`config.mk`:
```
export PLATFORM = sky130hd
export DESIGN_NAME = packet_forwarder_axis_flat
export DESIGN_NICKNAME = d
export VERILOG_FILES = /design/src/rtl/fwd_pkg.sv /design/src/rtl/packet_forwarder_axis_if.sv /design/src/rtl/packet_forwarder_axis_skid.sv /design/src/rtl/packet_forwarder_axis.sv /design/src/flat_wrapper.sv
export SDC_FILE = /design/constraint.sdc
export NUM_CORES = 1
export LEC_CHECK = 0
export ABC_AREA = 1
export BUFFER_PORTS_ARGS = -buffer_cell sky130_fd_sc_hd__buf_2
export CORE_ASPECT_RATIO = 1.1
export CORE_MARGIN = 8
export CORE_UTILIZATION = 42
export DETAILED_ROUTE_END_ITERATION = 7
export PLACE_DENSITY = 0.63
export SETUP_SLACK_MARGIN = 0.3
export SYNTH_ARGS = -nofsm -noshare
export SYNTH_HDL_FRONTEND = slang
export SYNTH_SLANG_ARGS = --single-unit
```
`constraint.sdc`:
```
create_clock -name axi_aclk -period 5.89 [get_ports axi_aclk]
set_clock_uncertainty 0.2 [all_clocks]
set_input_delay 0.589 -clock axi_aclk [delete_from_list [all_inputs] [get_ports axi_aclk]]
set_output_delay 0.589 -clock axi_aclk [all_outputs]
set_load 0.005 [all_outputs]
```
`src/rtl/fwd_pkg.sv`:
```
// Shared definitions for the packet forwarder: FSM encoding, skid depth and
// the length-width helper.
package fwd_pkg;

    // Two words of skid storage: enough for one word in flight from the
    // read port plus one word held against a stalled consumer.
    localparam int FWD_SKID_DEPTH = 2;
    localparam int FWD_SKID_CNT_W = $clog2(FWD_SKID_DEPTH + 1);

    // FSM encoding (plain constants so older tools can consume them)
    localparam int         FWD_ST_W    = 3;
    localparam logic [2:0] ST_IDLE     = 3'd0;
    localparam logic [2:0] ST_READ     = 3'd1;
    localparam logic [2:0] ST_FLUSH    = 3'd2;
    localparam logic [2:0] ST_RELEASE  = 3'd3;
    localparam logic [2:0] ST_COOLDOWN = 3'd4;

    // Length counts words 0..2^addr_w inclusive, so it needs one extra bit.
    function automatic int plen_w(input int addr_w);
        return addr_w + 1;
    endfunction

endpackage

```
`src/rtl/packet_forwarder_axis_if.sv`:
```
// AXI-Stream bus between the forwarder (master) and the egress port (slave).
interface packet_forwarder_axis_if #(
    parameter int DATA_WIDTH = 64
) ();
    logic [DATA_WIDTH-1:0] tdata;
    logic                  tvalid;
    logic                  tready;
    logic                  tlast;

    modport master (output tdata, output tvalid, output tlast, input tready);
    modport slave  (input tdata, input tvalid, input tlast, output tready);
endinterface

```
`src/rtl/packet_forwarder_axis_skid.sv`:
```
// fwd_skid_fifo: small {last,data} FIFO that decouples the fixed-latency
// read port from AXI-Stream backpressure. Push and pop in the same cycle
// are both honoured.
module fwd_skid_fifo
    import fwd_pkg::*;
#(
    parameter int DATA_WIDTH = 64
) (
    input  logic                      clk,
    input  logic                      rst,
    input  logic                      i_push,
    input  logic                      i_push_last,
    input  logic [DATA_WIDTH-1:0]     i_push_data,
    input  logic                      i_pop,
    output logic                      o_head_last,
    output logic [DATA_WIDTH-1:0]     o_head_data,
    output logic [FWD_SKID_CNT_W-1:0] o_count,
    output logic                      o_full,
    output logic                      o_empty
);
    localparam int PTR_W = $clog2(FWD_SKID_DEPTH);

    logic [DATA_WIDTH-1:0]     r_data [FWD_SKID_DEPTH];
    logic [FWD_SKID_DEPTH-1:0] r_last;
    logic [PTR_W-1:0]          r_wr_ptr;
    logic [PTR_W-1:0]          r_rd_ptr;
    logic [FWD_SKID_CNT_W-1:0] r_count;

    // Storage and write pointer; depth is a power of two so pointers wrap
    always_ff @(posedge clk or posedge rst) begin
        if (rst) begin
            for (int i = 0; i < FWD_SKID_DEPTH; i++) r_data[i] <= '0;
            r_last   <= '0;
            r_wr_ptr <= '0;
        end else if (i_push) begin
            r_data[r_wr_ptr] <= i_push_data;
            r_last[r_wr_ptr] <= i_push_last;
            r_wr_ptr         <= r_wr_ptr + PTR_W'(1);
        end
    end

    // Read pointer and occupancy; simultaneous push/pop leaves count alone
    always_ff @(posedge clk or posedge rst) begin
        if (rst) begin
            r_rd_ptr <= '0;
            r_count  <= '0;
        end else begin
            if (i_pop) r_rd_ptr <= r_rd_ptr + PTR_W'(1);
            case ({i_push, i_pop})
                2'b10:   r_count <= r_count + FWD_SKID_CNT_W'(1);
                2'b01:   r_count <= r_count - FWD_SKID_CNT_W'(1);
                default: r_count <= r_count;
            endcase
        end
    end

    assign o_head_data = r_data[r_rd_ptr];
    assign o_head_last = r_last[r_rd_ptr];
    assign o_count     = r_count;
    assign o_empty     = (r_count == '0);
    assign o_full      = (r_count == FWD_SKID_CNT_W'(FWD_SKID_DEPTH));

endmodule

```
`src/rtl/packet_forwarder_axis.sv`:
```
// packet_forwarder_axis: reads an accepted packet out of the filter-array
// buffer and streams it as one AXI-Stream packet, then releases the buffer.
// Optional build macro FWD_STATS_EN adds packet and beat counters.
module packet_forwarder_axis
    import fwd_pkg::*;
#(
    parameter int SNOOP_FWD_ADDR_WIDTH = 9,
    parameter int DATA_WIDTH           = 64,
    parameter int PLEN_WIDTH           = plen_w(SNOOP_FWD_ADDR_WIDTH)
) (
    input  logic                            axi_aclk,
    input  logic                            rst,
    input  logic                            i_ready_for_forwarder,
    input  logic [PLEN_WIDTH-1:0]           i_len_to_forwarder,
    output logic [SNOOP_FWD_ADDR_WIDTH-1:0] o_forwarder_rd_addr,
    output logic                            o_forwarder_rd_en,
    input  logic [DATA_WIDTH-1:0]           i_forwarder_rd_data,
    output logic                            o_forwarder_done,
    packet_forwarder_axis_if.master         m_axis
`ifdef FWD_STATS_EN
    ,
    output logic [31:0]                     o_pkt_count,
    output logic [31:0]                     o_beat_count
`endif
);
    localparam logic [PLEN_WIDTH-1:0] LEN_MAX = PLEN_WIDTH'(1) << SNOOP_FWD_ADDR_WIDTH;
    localparam int                    OCC_W   = FWD_SKID_CNT_W + 1;

    logic [FWD_ST_W-1:0]             r_state;
    logic [PLEN_WIDTH-1:0]           r_len_q;
    logic [SNOOP_FWD_ADDR_WIDTH-1:0] r_addr;
    logic [SNOOP_FWD_ADDR_WIDTH-1:0] r_addr_hold;
    logic                            r_rd_en_q;
    logic                            r_last_q;

    logic                      w_rd_en;
    logic                      w_is_last_addr;
    logic [PLEN_WIDTH-1:0]     w_len_sat;
    logic [OCC_W-1:0]          w_occupancy;
    logic                      w_push;
    logic                      w_pop;
    logic                      w_head_last;
    logic [DATA_WIDTH-1:0]     w_head_data;
    logic [FWD_SKID_CNT_W-1:0] w_fifo_count;
    logic                      w_fifo_full;
    logic                      w_fifo_empty;
    logic                      w_handshake;

    // Oversized lengths are clamped to the buffer size
    assign w_len_sat      = (i_len_to_forwarder > LEN_MAX) ? LEN_MAX : i_len_to_forwarder;
    // Words held plus the word still coming back from the read port
    assign w_occupancy    = OCC_W'(w_fifo_count) + OCC_W'(r_rd_en_q);
    assign w_rd_en        = (r_state == ST_READ) && (w_occupancy < OCC_W'(FWD_SKID_DEPTH));
    assign w_is_last_addr = (PLEN_WIDTH'(r_addr) == (r_len_q - PLEN_WIDTH'(1)));

    // Packet sequencing: accept, fetch, wait for last word, release, cool down
    always_ff @(posedge axi_aclk or posedge rst) begin
        if (rst) begin
            r_state <= ST_IDLE;
            r_len_q <= '0;
            r_addr  <= '0;
        end else begin
            case (r_state)
                ST_IDLE: begin
                    if (i_ready_for_forwarder) begin
                        r_len_q <= w_len_sat;
                        r_addr  <= '0;
                        r_state <= (w_len_sat == '0) ? ST_RELEASE : ST_READ;
                    end
                end
                ST_READ: begin
                    if (w_rd_en) begin
                        r_addr <= r_addr + SNOOP_FWD_ADDR_WIDTH'(1);
                        if (w_is_last_addr) r_state <= ST_FLUSH;
                    end
                end
                ST_FLUSH:    r_state <= ST_RELEASE;
                ST_RELEASE:  r_state <= ST_COOLDOWN;
                // Tree's ready is registered, so it is still high here
                ST_COOLDOWN: r_state <= ST_IDLE;
                default:     r_state <= ST_IDLE;
            endcase
        end
    end

    // Track the word in flight from the read port and its last tag
    always_ff @(posedge axi_aclk or posedge rst) begin
        if (rst) begin
            r_rd_en_q   <= 1'b0;
            r_last_q    <= 1'b0;
            r_addr_hold <= '0;
        end else begin
            r_rd_en_q <= w_rd_en;
            r_last_q  <= w_rd_en && w_is_last_addr;
            if (w_rd_en) r_addr_hold <= r_addr;
        end
    end

    assign o_forwarder_rd_en   = w_rd_en;
    assign o_forwarder_rd_addr = w_rd_en ? r_addr : r_addr_hold;
    assign o_forwarder_done    = (r_state == ST_RELEASE);

    // Arriving words bypass the FIFO when it is empty; a bypassed word that
    // is not accepted is pushed so it is presented again unchanged.
    assign m_axis.tvalid = r_rd_en_q || !w_fifo_empty;
    assign m_axis.tdata  = !w_fifo_empty ? w_head_data :
                           (r_rd_en_q ? i_forwarder_rd_data : '0);
    assign m_axis.tlast  = !w_fifo_empty ? w_head_last : (r_rd_en_q && r_last_q);
    assign w_handshake   = m_axis.tvalid && m_axis.tready;
    assign w_pop         = !w_fifo_empty && m_axis.tready;
    assign w_push        = r_rd_en_q && !(w_fifo_empty && m_axis.tready);

    fwd_skid_fifo #(
        .DATA_WIDTH (DATA_WIDTH)
    ) u_skid (
        .clk         (axi_aclk),
        .rst         (rst),
        .i_push      (w_push),
        .i_push_last (r_last_q),
        .i_push_data (i_forwarder_rd_data),
        .i_pop       (w_pop),
        .o_head_last (w_head_last),
        .o_head_data (w_head_data),
        .o_count     (w_fifo_count),
        .o_full      (w_fifo_full),
        .o_empty     (w_fifo_empty)
    );

    // The read credit must make a push into a full skid buffer impossible
    a_skid_no_overflow: assert property (
        @(posedge axi_aclk) disable iff (rst) !(w_push && w_fifo_full));

`ifdef FWD_STATS_EN
    logic [31:0] r_pkt_count;
    logic [31:0] r_beat_count;

    // Packets released with at least one word, and accepted beats; both wrap
    always_ff @(posedge axi_aclk or posedge rst) begin
        if (rst) begin
            r_pkt_count  <= '0;
            r_beat_count <= '0;
        end else begin
            if ((r_state == ST_RELEASE) && (r_len_q != '0)) r_pkt_count <= r_pkt_count + 32'd1;
            if (w_handshake) r_beat_count <= r_beat_count + 32'd1;
        end
    end

    assign o_pkt_count  = r_pkt_count;
    assign o_beat_count = r_beat_count;
`endif

endmodule
```
`src/flat_wrapper.sv`:
```
// flat-port wrapper written by rule: the top's interface ports become plain ports
module packet_forwarder_axis_flat import fwd_pkg::*;
#(
    parameter int SNOOP_FWD_ADDR_WIDTH = 9,
    parameter int DATA_WIDTH           = 64,
    parameter int PLEN_WIDTH           = plen_w(SNOOP_FWD_ADDR_WIDTH)
)
  (axi_aclk, rst, i_ready_for_forwarder, i_len_to_forwarder, o_forwarder_rd_addr, o_forwarder_rd_en, i_forwarder_rd_data, o_forwarder_done, m_axis_tdata, m_axis_tvalid, m_axis_tlast, m_axis_tready);
  packet_forwarder_axis_if #(.DATA_WIDTH(DATA_WIDTH)) m_axis_i ();
  input  logic axi_aclk;
  input  logic rst;
  input  logic i_ready_for_forwarder;
  input  logic [PLEN_WIDTH-1:0] i_len_to_forwarder;
  output logic [SNOOP_FWD_ADDR_WIDTH-1:0] o_forwarder_rd_addr;
  output logic o_forwarder_rd_en;
  input  logic [DATA_WIDTH-1:0] i_forwarder_rd_data;
  output logic o_forwarder_done;
  output wire logic [$bits(m_axis_i.tdata)-1:0] m_axis_tdata;
  output wire logic [$bits(m_axis_i.tvalid)-1:0] m_axis_tvalid;
  output wire logic [$bits(m_axis_i.tlast)-1:0] m_axis_tlast;
  input wire logic [$bits(m_axis_i.tready)-1:0] m_axis_tready;
  assign m_axis_tdata = m_axis_i.tdata;
  assign m_axis_tvalid = m_axis_i.tvalid;
  assign m_axis_tlast = m_axis_i.tlast;
  assign m_axis_i.tready = m_axis_tready;
  packet_forwarder_axis #(.SNOOP_FWD_ADDR_WIDTH(SNOOP_FWD_ADDR_WIDTH), .DATA_WIDTH(DATA_WIDTH), .PLEN_WIDTH(PLEN_WIDTH)) u_core (.axi_aclk(axi_aclk), .rst(rst), .i_ready_for_forwarder(i_ready_for_forwarder), .i_len_to_forwarder(i_len_to_forwarder), .o_forwarder_rd_addr(o_forwarder_rd_addr), .o_forwarder_rd_en(o_forwarder_rd_en), .i_forwarder_rd_data(i_forwarder_rd_data), .o_forwarder_done(o_forwarder_done), .m_axis(m_axis_i));
endmodule
```
# ---- Yosys cells after proc, flatten, opt, wreduce, memory -nomap -nowiden
# Index checks and enable logic that the tools add are counted.
dict set report totals {
  regBits 167
  in_bits 78
  out_inout_bits 77
  word_cells 82
}
dict set report classes {
  addsub 7
  n_lt_le_gt_ge 8
  eq_ne 9
  mux 25
  n_bitwise 2
  n_reduce_logical 19
}
# op count
set ops {}
lappend ops {{64-bit 2-to-1 mux} 6}
lappend ops {{128-bit bitwise mux} 1}
lappend ops {{64-bit demux with 1-bit select} 1}
lappend ops {{9-bit 2-to-1 mux} 3}
lappend ops {{9-bit one-hot mux with 2 select lines} 1}
lappend ops {{3-bit one-hot mux with 4 select lines} 1}
lappend ops {{9-bit by 10-bit equality test with 1-bit output} 1}
lappend ops {{10-bit > comparator (second input constant)} 1}
lappend ops {{10-bit logical NOT} 1}
lappend ops {{10-bit 2-to-1 mux} 1}
lappend ops {{10-bit by 1-bit subtractor with 10-bit output (second input constant)} 1}
lappend ops {{9-bit by 1-bit adder with 9-bit output (second input constant)} 1}
lappend ops {{3-bit 2-to-1 mux} 3}
lappend ops {{1-bit logical AND} 8}
lappend ops {{3-bit by 2-bit equality test with 1-bit output (second input constant)} 2}
lappend ops {{3-bit AND reduction} 2}
lappend ops {{2-bit greater-or-equal comparator (second input constant)} 2}
lappend ops {{1-bit by 2-bit < comparator with 1-bit output (second input constant)} 2}
lappend ops {{1-bit 2-to-1 mux} 4}
lappend ops {{2-bit by 1-bit != test with 1-bit output (second input constant)} 2}
lappend ops {{1-bit inverter with 2-bit output} 2}
lappend ops {{2-bit one-hot mux with 2 select lines} 1}
lappend ops {{2-bit nonzero test} 2}
lappend ops {{2-bit by 1-bit adder with 3-bit output} 1}
lappend ops {{other kinds (18)} 20}

# ---- Depth between registers and ports, before layout
# Gate-level depths: netlist of the first run.
dict set report logic_depth {
  ltp_word 6
  depth_mapped 13
  ltp_nobuf 13
}

# ---- Hierarchy
# A second synthesis of the first run with hierarchy kept.
dict set report hier_totals {
  hier_cells 1204
  area_unflattened_um2 8937.3
}
# module n_inst cells_per_inst area_each_um2 seq_area_each_um2
set by_module_without_submodules {}
lappend by_module_without_submodules {fwd_skid_fifo 1 718 6009.5 3353.2}
lappend by_module_without_submodules {packet_forwarder_axis 1 486 2927.8 825.8}

# ---- Worst setup path after synthesis of the first run
# No wires, ideal clock.
dict set report synth_timing {
  path_type {flip-flop to output port}
  from {reg u_core.u_skid.r_count[0], in the netlist u_core.u_skid.o_count[0]}
  to {out m_axis_tdata[32]}
  t_arrival_ns 1.331
  required_ns 5.101
  slack_ns 3.770
  path_stages_with_launch 5
  path_buffers 2
  cell_sequence {dfrtp_1 nor2_2 clkbuf_1 buf_1 o32ai_1}
}
dict set report synth_between {
  elab_chain_cells 2
}
# element line
set synth_lines {}
lappend synth_lines {{start, declared} packet_forwarder_axis_skid.sv:27} ;# logic [FWD_SKID_CNT_W-1:0] r_count;
lappend synth_lines {{start signal, assigned} packet_forwarder_axis_skid.sv:50} ;# 2'b10: r_count <= r_count + FWD_SKID_CNT_W'(1);
lappend synth_lines {{start signal, assigned} packet_forwarder_axis_skid.sv:51} ;# 2'b01: r_count <= r_count - FWD_SKID_CNT_W'(1);
lappend synth_lines {{start signal, assigned} packet_forwarder_axis_skid.sv:52} ;# default: r_count <= r_count;
lappend synth_lines {{2-bit logical NOT} packet_forwarder_axis_skid.sv:60} ;# assign o_empty = (r_count == '0);
lappend synth_lines {{64-bit 2-to-1 mux} packet_forwarder_axis.sv:106} ;# assign m_axis.tdata = !w_fifo_empty ? w_head_data :
lappend synth_lines {{end, declared} flat_wrapper.sv:18} ;# output wire logic [$bits(m_axis_i.tdata)-1:0] m_axis_tdata;
# Every way passes these cells.

# ---- Final worst setup path of the first run
dict set report layout_timing {
  from {reg u_core.u_skid.r_count[0], in the netlist u_core.u_skid.o_count[0]}
  to {reg u_core.u_skid.r_data[89] in the netlist's numbering}
}
dict set report layout_between {
  elab_chain_cells 4
}
# element line
set layout_lines {}
lappend layout_lines {{2-bit logical NOT} packet_forwarder_axis_skid.sv:60}
lappend layout_lines {{1-bit logical AND} packet_forwarder_axis.sv:111} ;# assign w_push = r_rd_en_q && !(w_fifo_empty && m_axis.tready);
lappend layout_lines {{1-bit logical NOT} packet_forwarder_axis.sv:111}
lappend layout_lines {{1-bit logical AND} packet_forwarder_axis.sv:111}
lappend layout_lines {{end signal, assigned by index} packet_forwarder_axis_skid.sv:36} ;# r_data[r_wr_ptr] <= i_push_data;
lappend layout_lines {{end, declared} packet_forwarder_axis_skid.sv:23} ;# logic [DATA_WIDTH-1:0] r_data [FWD_SKID_DEPTH];
# Every way passes these cells.
# A chain may end at the register's enable or synchronous reset.

==> qor.csv, run 1 <==
stage,metric,value,unit
outcome,status,finished clean,
logic_synthesis,Post-Syn Area,0.00814,mm²
drt,DR WL/cell,15.1,µm
sta,Tcrit/Tclk final,60.7,%
layout,Area growth syn-to-layout,17.9,%
power,sw frac,40.7,%
power,internal power,3.31,mW
sta,# setup viols final,0,
logic_synthesis,largest family of logic cells by synthesized area,simple AND/OR/NAND/NOR gates,
min_path,type of the worst min-delay path,in -> async,
grt,grt total ovfl,0,
logic_synthesis,"Seq/Total Area, Yosys",51.3,%
logic_synthesis,simple-gate area share of the yosys netlist,19.9,%
setup_path,Arrival @ worst endpoint,3.72,ns
logic_synthesis,Synth Area in XOR/XNOR,1.18,%
place,DP Worst Slack,2.31,ns
clocking,# resized after CTS,0,
clocking,clk buf depth,2,
clocking,# Post-CTS Setup Buffers,0,
floorplan,die outline height,162,µm
setup_path,"CP delay by family, top",simple AND/OR/NAND/NOR gates,
layout,final non-filler cell area,0.00960,mm²
logic_synthesis,Post-synth EDFFs,0,
clocking,Sink Count,167,
clocking,Worst-path clk slew,0.07,ns
sta,crit path time final,3.58,ns
grt,pin count of the biggest net entering global routing,86,
power,maximum vdd drop,0.266,mV
power,clock share of power,20.2,%
place,Placer Congestion,0.807,
logic_synthesis,unique cell type count in the Yosys netlist,35,
grt,antenna violations before repair,1,
sta,Slew @ Worst Pin,1.00,ns
logic_synthesis,Mean Syn Cell Area,8.34,µm²
sta,Final Max Slew Viols,0,
sta,unrepaired setup endpoints after global routing,false,
sta,post-route setup TNS,0,ns
logic_synthesis,most common flop cell mapped by yosys,dfrtp_1,
clocking,Worst-Skew Late Latency,0.42,ns
place,Buffers on Ports,154,
drt,post-route ant nets,0,
layout,layout cells sized above 1,21.6,%
floorplan,initial core utilization,42.8,%
power,switching pwr,2.27,mW
setup_path,worst-case reg-to-reg path depth,8,
clocking,CTS Buf Count,17,
grt,global-route wire length before repair,34.9,mm
floorplan,Die W,149,µm
power,combinational power share,45.1,%
place,DP Area,0.00899,mm²
drt,TritonRoute pass-1 iters,6,
power,Power Dens Cells,581,mW/mm²
job,Max Cap Violations,0,
logic_synthesis,Async SR Flop Fraction,100,%
setup_path,"Max FO, Critical Path",85,
sta,final setup margin,2.31,ns
clocking,clk root buf,clkbuf_16,
place,DP Wirelength,13.6,mm
setup_path,Worst Setup Start Kind,flop,
setup_path,max incr delay on CP,0.74,ns
sta,Final Hold Viols,0,
layout,Util after Layout,50.4,%
drt,Remaining DRCs,0,
logic_synthesis,Gate Count Post-Synth,976,
clocking,H-tree Lvls,4,
drt,vias post-DR,6832,
clocking,hold buffers post-CTS,0,
logic_synthesis,syn nets,1057,
layout,nets@finish,1178,
setup_path,critical path depth,8,
power,Leak,4.82,nW
logic_synthesis,YS warnings,0,
grt,GRT Overall Usage,17.7,%
clocking,CTS tree,built,
grt,vias in the first global route,7125,
setup_path,WP data required,6.03,ns
setup_path,worst path cell trace,"nor2_4, buf_4, nand2_2, nand2_1, or2_4, buf_4, nand2_1, o21ai_2",
logic_synthesis,synthesized flop and latch total,167,
setup_path,Worst path slowest cell,or2_4,
drt,vias per cell,5.03,
logic_synthesis,Compound-Gate Fraction of Synth Area,18.5,%
setup_path,crit path kind,reg -> reg,
floorplan,die area,0.0241,mm²
sta,WHS,0.102,ns
floorplan,site row count,53,
setup_path,crit path buf inv count,2,
setup_path,crit end category,flop,
floorplan,CORE AREA,0.0190,mm²
logic_synthesis,mux cell area share after synthesis,0,%
drt,final wirelength,20.5,mm
logic_synthesis,adder-cell share of the synthesized area,0.461,%
sta,worst rel slew slack,33.1,%
power,part of the power in registers,34.8,%
floorplan,IO Count,155,
drt,starting DRC count in detailed routing,421,
layout,Filler cells,1822,
sta,f_max,280,MHz
-- state kept, by name, summed over array words and instances (netlist names), 2 cells and up --
register / flops
u_core.u_skid.o_count: 2
u_core.u_skid.r_last: 2
u_core.r_addr_hold: 9
u_core.u_skid.r_data: 128
u_core.r_len_q: 10
u_core.r_state: 3
u_core.r_addr: 9
-- placed cells by master, fill, tap and decap left out, types with 2 or more instances in the layout --
master     synthesis  routed
xor2_1             6       6
xnor2_1            5       5
o21ai_0           90      90
nand2_2            4       5
clkbuf_16          0      17
buf_4              0       8
nor2_1           162     162
inv_2              2       3
nand3_1           24      23
nor4_1             2       2
buf_2             10     154
dfrtp_1          167     166
o32ai_1           65      65
nor3_1             4       4
clkinv_4           0       5
bufinv_16          0       2
a21oi_1           10      10
inv_6              0       4
clkbuf_8           0       2
nand2_1          190     189
o21ai_1           39      39
nand2_4            2       2
o21ai_2           26      26
ha_1               3       3
nand4_1            2       2
inv_1            100      98
nor2_2             3       2
-- kinds of logic after synthesis --
| logic type | Yosys count |
|---|---|
| adder cells (fa/ha/maj) | 3 |
| AO/OA/AOI/OAI | 232 |
| flip-flops | 167 |
| AND/OR/NAND/NOR | 401 |
| XOR/XNOR | 11 |
| buffers and inverters | 162 |
-- path summary, 6_finish.rpt --
kind | to | start | slack, ns
max in group asynchronous | u_core.u_skid.r_data[57]$_DFFE_PP0P_ | rst | 4.07
worst max-delay path | u_core.u_skid.r_data[89]$_DFFE_PP0P_ | u_core.u_skid.o_count[0]$_DFFE_PP0P_ | 2.31
worst min register to register | u_core.r_addr_hold[7]$_DFF_PP0_ | u_core.r_addr_hold[7]$_DFF_PP0_ | 0.28
worst max register to register | u_core.u_skid.r_data[89]$_DFFE_PP0P_ | u_core.u_skid.o_count[0]$_DFFE_PP0P_ | 2.31
worst min-delay path | u_core.u_skid.r_data[15]$_DFFE_PP0P_ | rst | 0.10
min in group axi_aclk | u_core.r_len_q[8]$_DFFE_PP0P_ | i_len_to_forwarder[8] | 0.20
-- power groups by stage --
stage	logic [mW]	clock network [mW]	registers, mW
detailed placement	2.56	0	1.95
finish	2.51	1.12	1.94
global placement	2.52	0	1.94
CTS	2.57	1.15	1.93
global route	2.89	1.20	2.00
floorplan	1.77	0	1.87
-- cell type report --
type                    instances  area, µm²  share of cell area, %
clock buffers                  20        457                   4.76
flip-flops and latches        167       4180                   43.6
clock inverters                12        143                   1.49
multi-input cells             647       3290                   34.2
inverters                     102        388                   4.04
repair buffers                162        831                   8.66
diodes                          1       2.50                 0.0261
well taps                     247        309                   3.22
-- cells in the mapped netlist, types with 3 or more instances --
cell type | count | area share [%]
a21oi_1 | 10 | 0.61
buf_1 | 7 | 0.32
buf_2 | 10 | 0.61
buf_6 | 10 | 1.4
clkbuf_1 | 32 | 1.5
dfrtp_1 | 167 | 51
ha_1 | 3 | 0.46
inv_1 | 100 | 4.6
nand2_1 | 190 | 8.8
nand2_2 | 4 | 0.31
nand3_1 | 24 | 1.5
nor2_1 | 162 | 7.5
nor2_2 | 3 | 0.23
nor3_1 | 4 | 0.25
o21ai_0 | 90 | 5.5
o21ai_1 | 39 | 2.4
o21ai_2 | 26 | 2.8
o32ai_1 | 65 | 7.0
xnor2_1 | 5 | 0.54
xor2_1 | 6 | 0.65
-- metal layers --
layer	track usage (%)	part of all wire [%]	up-vias
li1	-	-	3460
met1	22.3	44	3207
met2	29.4	49	146
met3	3.76	5.7	19
met4	6.16	1.2	0
met5	0	0	-
-- metrics by stage --
stage	power (mW)	instances
2_1_floorplan	3.65	976
3_3_place_gp	4.45	1325
3_5_place_dp	4.51	1325
4_1_cts	5.66	1357
5_1_grt	6.08	1357
6_report	5.57	1358
Power figures use the tool's default switching activity.
==> run 2, diff against run 1 <==
==> constraint.sdc (replaced) <==
create_clock -name axi_aclk -period 3.7 [get_ports axi_aclk]
set_clock_uncertainty 0.2 [all_clocks]
set_input_delay 0.37 -clock axi_aclk [delete_from_list [all_inputs] [get_ports axi_aclk]]
set_output_delay 0.37 -clock axi_aclk [all_outputs]
set_load 0.005 [all_outputs]
==> run 2 against run 1 <==
  * Design area is 1.8% higher
  * Global-route usage is 0.12 points higher
  * Clock power is 55% higher
  * Register-to-register slack worse by 1.3 ns
  * Clock-buffer cell count is 3 lower
  * Wire length is 1.0% higher
==> qor.csv, run 2 (synthesis gave the netlist of run 1 again) <==
stage,metric,value,unit,change
outcome,status,finished clean,,
drt,TritonRoute pass-1 iters,4,,-2
job,Max Cap Violations,0,,unchanged
drt,vias per cell,5.06,,+0.65%
layout,nets@finish,1190,,+1.0%
grt,pin count of the biggest net entering global routing,83,,-3.5%
clocking,Worst-path clk slew,0.07,ns,about the same
drt,vias post-DR,6932,,+1.5%
layout,layout cells sized above 1,21.7,%,+0.13 points
sta,Slew @ Worst Pin,0.794,ns,-0.209 ns
layout,"non-filler cells, final",1369,,+0.81%
place,DP Wirelength,13.9,mm,+1.9%
floorplan,Die W,149,µm,unchanged
clocking,Worst-Skew Late Latency,0.43,ns,about the same
place,Buffers on Ports,154,,unchanged
sta,unrepaired setup endpoints after global routing,false,,
sta,Final Max Slew Viols,0,,unchanged
drt,DR WL/cell,15.2,µm,+0.22%
place,Placer Congestion,0.846,,+4.8%
floorplan,site row count,53,,unchanged
sta,f_max,331,MHz,
setup_path,crit path kind,reg -> out,,
clocking,clk root buf,clkbuf_16,,
sta,# setup viols final,0,,unchanged
layout,"commonest non-fill, non-tap cells in the layout","189 x nand2_1, 166 x dfrtp_1, 162 x nor2_1, 154 x buf_2, 98 x inv_1",,
sta,worst rel slew slack,47.0,%,+14 points
layout,largest reg by FF count,u_core.u_skid.r_data,,
sta,post-route setup TNS,0,ns,unchanged
setup_path,Arrival @ worst endpoint,2.45,ns,-1.27 ns
power,maximum vdd drop,0.371,mV,+40%
grt,GRT Overall Usage,17.8,%,+0.12 points
layout,"most common cell after layout, fill and taps aside",nand2_1,,
drt,starting DRC count in detailed routing,492,,+17%
setup_path,WP data required,3.13,ns,-2.90 ns
power,Power Dens Cells,914,mW/mm²,+57%
sta,crit path time final,3.02,ns,
power,Leak,4.90,nW,+1.6%
clocking,Sink Count,167,,unchanged
grt,vias in the first global route,6868,,-3.6%
setup_path,Worst path slowest cell,dfrtp_2,,
clocking,hold buffers post-CTS,9,,+9
drt,Remaining DRCs,0,,unchanged
setup_path,crit end category,output port,,
sta,Final Hold Viols,0,,unchanged
place,placed insts,1328,,+0.23%
grt,global-route wire length before repair,34.9,mm,about the same
floorplan,die outline height,162,µm,unchanged
sta,WHS,0.00414,ns,-0.0978 ns
setup_path,"Max FO, Critical Path",49,,-42%
floorplan,CORE AREA,0.0190,mm²,unchanged
layout,Ant. Diodes,0,,-1
floorplan,initial core utilization,42.8,%,unchanged
layout,max reg flops,128,,unchanged
layout,biggest regs,"u_core.u_skid.r_data x128, u_core.r_len_q x10",,
clocking,CTS Buf Count,17,,unchanged
sta,Tcrit/Tclk final,81.6,%,
setup_path,worst path cell trace,"inv_2, buf_12, nor2_1, o32ai_1, buf_2",,
grt,grt total ovfl,0,,unchanged
clocking,clk buf depth,2,,unchanged
clocking,# resized after CTS,0,,unchanged
clocking,# Post-CTS Setup Buffers,0,,unchanged
setup_path,max incr delay on CP,0.67,ns,-0.07 ns
clocking,H-tree Lvls,4,,unchanged
setup_path,Worst Setup Start Kind,flop,,
min_path,type of the worst min-delay path,in -> reg,,
clocking,CTS tree,built,,
layout,Area growth syn-to-layout,20.0,%,
floorplan,die area,0.0241,mm²,unchanged
drt,final wirelength,20.8,mm,+1.0%
floorplan,IO Count,155,,unchanged
grt,antenna violations before repair,2,,+1
drt,post-route ant nets,0,,unchanged
## run 2: changes by cell type in the layout (fill, tap and decap cells not counted), moves of 2 or more
cell,delta
dlygate4sd3_1,+9
buf_12,+6
inv_8,+5
buf_4,-3
clkinv_4,-3
clkinv_8,+3
bufinv_16,-2
clkbuf_8,-2
## run 2: per-layer routing
metal  routed length [µm]  track usage (%)
met1                 9440             23.0
met2                 9870             28.8
met3                 1070             3.64
met4                  355             6.61
met5                   22                0
## run 2: per-stage QoR
step	cell area [µm²]	worst slack, ns	total power [mW]	util [%]
final	9760	0.680	8.92	51.3
after global routing	9760	0.479	9.74	51.3
after CTS	9760	0.614	9.07	51.3
after detailed placement	9090	0.986	7.29	47.8
after global placement	9090	1.05	7.20	47.8
after floorplan	8140	1.00	5.81	-
## run 2: cell type report
class,count,area [µm²]
Clock buffer,17,425
Clock inverter,15,159
Fill cell,1853,9270
Inverter,102,387
Multi-Input combinational cell,647,3290
Sequential cell,167,4180
Tap cell,247,309
Timing Repair Buffer,174,1020
## run 2: worst max-delay path, delay by kind of cell, from the launching register on
kind	cells	cell delay (ns)
compound gates	1	0.35
flops	1	0.67
buf+inv	3	0.91
simple gates	1	0.07
## run 2: final timing paths
kind | startpoint | end | slack, ns | cells after the start
max | u_core.u_skid.r_rd_ptr$_DFFE_PP0P_ | m_axis_tdata[26] | 0.68 | 5
min | i_len_to_forwarder[7] | u_core.r_len_q[7]$_DFFE_PP0P_ | 0.004 | 3
max reg2reg | u_core.u_skid.o_count[0]$_DFFE_PP0P_ | u_core.u_skid.r_data[8]$_DFFE_PP0P_ | 1.03 | 6
min reg2reg | u_core.r_addr_hold[7]$_DFF_PP0_ | u_core.r_addr_hold[7]$_DFF_PP0_ | 0.28 | 2
max in group asynchronous | rst | u_core.u_skid.r_rd_ptr$_DFFE_PP0P_ | 2.08 | 4
min in group asynchronous | rst | u_core.r_addr_hold[6]$_DFF_PP0_ | 0.39 | 3
## run 2: report_power, final
group	leakage (nW)	total, mW	switching (mW)	internal [mW]
clock	0.290	1.74	0.837	0.904
sequential	2.03	3.15	0.528	2.62
combinational	2.58	4.03	2.36	1.67
==> run 3, diff against run 2 <==
==> constraint.sdc (replaced) <==
create_clock -name axi_aclk -period 2.91 [get_ports axi_aclk]
set_clock_uncertainty 0.2 [all_clocks]
set_input_delay 0.291 -clock axi_aclk [delete_from_list [all_inputs] [get_ports axi_aclk]]
set_output_delay 0.291 -clock axi_aclk [all_outputs]
set_load 0.005 [all_outputs]
==> run 3 against run 2 <==
  * Critical path depth stayed put
  * Clock power is 26% higher
  * Highest routed layer unchanged
  * Largest power group unchanged
  * Wire length is 3.8% higher
  * Worst hold slack better by 0.016 ns
  * Sequential power is 25% higher
==> qor.csv, run 3 (synthesis gave the netlist of run 1 again) <==
stage,metric,value,unit,change
drt,vias per cell,5.04,,-0.49%
setup_path,Worst Setup Start Kind,flop,,
layout,nets@finish,1258,,+5.7%
grt,antenna violations before repair,1,,-1
setup_path,reg2reg end,u_core.u_skid.o_count[1]$_DFFE_PP0P_,,
floorplan,die outline height,162,µm,unchanged
sta,Slew @ Worst Pin,0.538,ns,-0.256 ns
layout,layout cells sized above 1,20.7,%,-1.1 points
floorplan,Die W,149,µm,unchanged
job,Max Cap Violations,0,,unchanged
layout,final non-filler cell area,0.0104,mm²,+6.8%
setup_path,CP endpoint,m_axis_tdata[10],,
setup_path,crit end category,output port,,
setup_path,Arrival @ worst endpoint,1.97,ns,-0.48 ns
sta,unrepaired setup endpoints after global routing,false,,
drt,starting DRC count in detailed routing,388,,-21%
layout,Ant. Diodes,0,,unchanged
layout,Filler cells,1769,,-4.5%
sta,worst rel slew slack,64.1,%,+17 points
sta,Final Max Slew Viols,0,,unchanged
drt,Remaining DRCs,0,,unchanged
clocking,clk root buf,clkbuf_16,,
sta,f_max,406,MHz,
setup_path,WP data required,2.42,ns,-0.71 ns
sta,post-route setup TNS,0,ns,unchanged
layout,max reg flops,128,,unchanged
sta,crit path time final,2.46,ns,
sta,Tcrit/Tclk final,84.6,%,
place,DP Wirelength,13.6,mm,-2.1%
clocking,CTS tree,built,,
setup_path,Worst Setup SP,u_core.u_skid.r_rd_ptr$_DFFE_PP0P_,,
sta,# setup viols final,0,,unchanged
setup_path,register-to-register setup slack,0.80,ns,-0.23 ns
grt,GRT Overall Usage,18.3,%,+0.55 points
clocking,CTS Buf Count,17,,unchanged
floorplan,CORE AREA,0.0190,mm²,unchanged
layout,"commonest non-fill, non-tap cells in the layout","189 x nand2_1, 166 x dfrtp_1, 162 x nor2_1, 154 x buf_2, 98 x inv_1",,
setup_path,Reg2Reg Launch Point,u_core.u_skid.o_count[0]$_DFFE_PP0P_,,
floorplan,site row count,53,,unchanged
sta,Final Hold Viols,0,,unchanged
power,Power Dens Cells,1100,mW/mm²,+20%
layout,Util after Layout,54.8,%,+3.5 points
clocking,# Post-CTS Setup Buffers,0,,unchanged
sta,WHS,0.0198,ns,+0.0157 ns
grt,grt total ovfl,0,,unchanged
clocking,H-tree Lvls,4,,unchanged
setup_path,worst-case reg-to-reg path depth,7,,+1
floorplan,initial core utilization,42.8,%,unchanged
place,DP Area,0.00910,mm²,+0.17%
outcome,status,finished clean,,
layout,Area growth syn-to-layout,28.1,%,
clocking,Sink Count,167,,unchanged
drt,TritonRoute pass-1 iters,4,,unchanged
floorplan,IO Count,155,,unchanged
place,Buffers on Ports,154,,unchanged
grt,global-route wire length before repair,36.4,mm,+4.1%
drt,post-route ant nets,0,,unchanged
power,Leak,5.17,nW,+5.5%
drt,DR WL/cell,15.0,µm,-1.1%
setup_path,worst path cell trace,"inv_2, buf_4, nor2_1, o32ai_1, buf_2",,
power,Overall Power,11.5,mW,+28%
place,Placer Congestion,0.849,,+0.34%
layout,"most common cell after layout, fill and taps aside",nand2_1,,
grt,pin count of the biggest net entering global routing,88,,+6.0%
setup_path,Worst path slowest cell,dfrtp_2,,
layout,biggest regs,"u_core.u_skid.r_data x128, u_core.r_len_q x10",,
min_path,type of the worst min-delay path,in -> reg,,
floorplan,die area,0.0241,mm²,unchanged
drt,final wirelength,21.5,mm,+3.8%
layout,largest reg by FF count,u_core.u_skid.r_data,,
clocking,clk buf depth,2,,unchanged
grt,vias in the first global route,7277,,+6.0%
setup_path,crit path kind,reg -> out,,
setup_path,"Max FO, Critical Path",38,,-22%
clocking,Worst-path clk slew,0.06,ns,about the same
setup_path,max incr delay on CP,0.43,ns,-0.24 ns
drt,vias post-DR,7241,,+4.5%
power,maximum vdd drop,0.595,mV,+60%
clocking,Worst-Skew Late Latency,0.42,ns,about the same
==> run 3: changes by cell type in the layout (fill, tap and decap cells not counted) <==
cell	before	now
clkinv_8	3	0
buf_4	5	7
clkinv_4	2	4
bufinv_16	0	1
dlygate4sd3_1	9	75
inv_8	5	2
clkinvlp_4	1	4
==> run 3: cell type report <==
| class | instances | area, µm² | area share, % |
|---|---|---|---|
| Sequential cell | 167 | 4180 | 40.1 |
| Multi-Input combinational cell | 647 | 3290 | 31.5 |
| Timing Repair Buffer | 242 | 1690 | 16.2 |
| Clock buffer | 17 | 425 | 4.08 |
| Inverter | 102 | 387 | 3.71 |
| Tap cell | 247 | 309 | 2.96 |
| Clock inverter | 15 | 146 | 1.40 |
==> run 3: metrics by stage <==
stage | std cells | worst slack (ns)
2_1_floorplan | 976 | 0.292
3_3_place_gp | 1330 | 0.819
3_5_place_dp | 1330 | 0.807
4_1_cts | 1437 | 0.449
5_1_grt | 1437 | 0.335
6_report | 1437 | 0.449
==> run 3: per-layer routing <==
layer	track usage [%]	vias up	routed length [µm]
li1	-	3613	-
met1	23.2	3432	9740
met2	30.3	162	10400
met3	3.87	32	977
met4	6.80	2	397
met5	0	-	13
==> run 3: critical path: cells and delay by family (launching register included) <==
family | cells | cell delay (ns)
AO/OA/AOI/OAI | 1 | 0.37
AND/OR/NAND/NOR | 1 | 0.09
buffers and inverters | 3 | 0.64
flip-flops | 1 | 0.43
==> run 3: worst min-delay path by stage <==
stage	cells past startpoint	to	startpoint
after floorplan	2	u_core.r_len_q[0]$_DFFE_PP0P_	i_len_to_forwarder[0]
after global placement	2	u_core.u_skid.r_data[68]$_DFFE_PP0P_	u_core.u_skid.r_data[68]$_DFFE_PP0P_
after detailed placement	2	u_core.u_skid.r_data[67]$_DFFE_PP0P_	u_core.u_skid.r_data[67]$_DFFE_PP0P_
after CTS	3	u_core.r_len_q[9]$_DFFE_PP0P_	i_len_to_forwarder[9]
after global routing	4	u_core.u_skid.r_rd_ptr$_DFFE_PP0P_	m_axis_tready
final	3	u_core.r_len_q[9]$_DFFE_PP0P_	i_len_to_forwarder[9]
==> run 3: what timing repair did <==
| item | CTS | global route |
|---|---|---|
| endpoints found under the hold margin | 299 | 0 |
| gates resized for setup | 0 | 0 |
| hold buffers | 75 | 0 |
==> run 3: power by group <==
group / total [mW] / switching [mW] / internal [mW]
sequential: 3.93 / 0.585 / 3.34
combinational: 5.34 / 3.14 / 2.19
clock: 2.19 / 0.991 / 1.20
total: 11.5 / 4.72 / 6.73
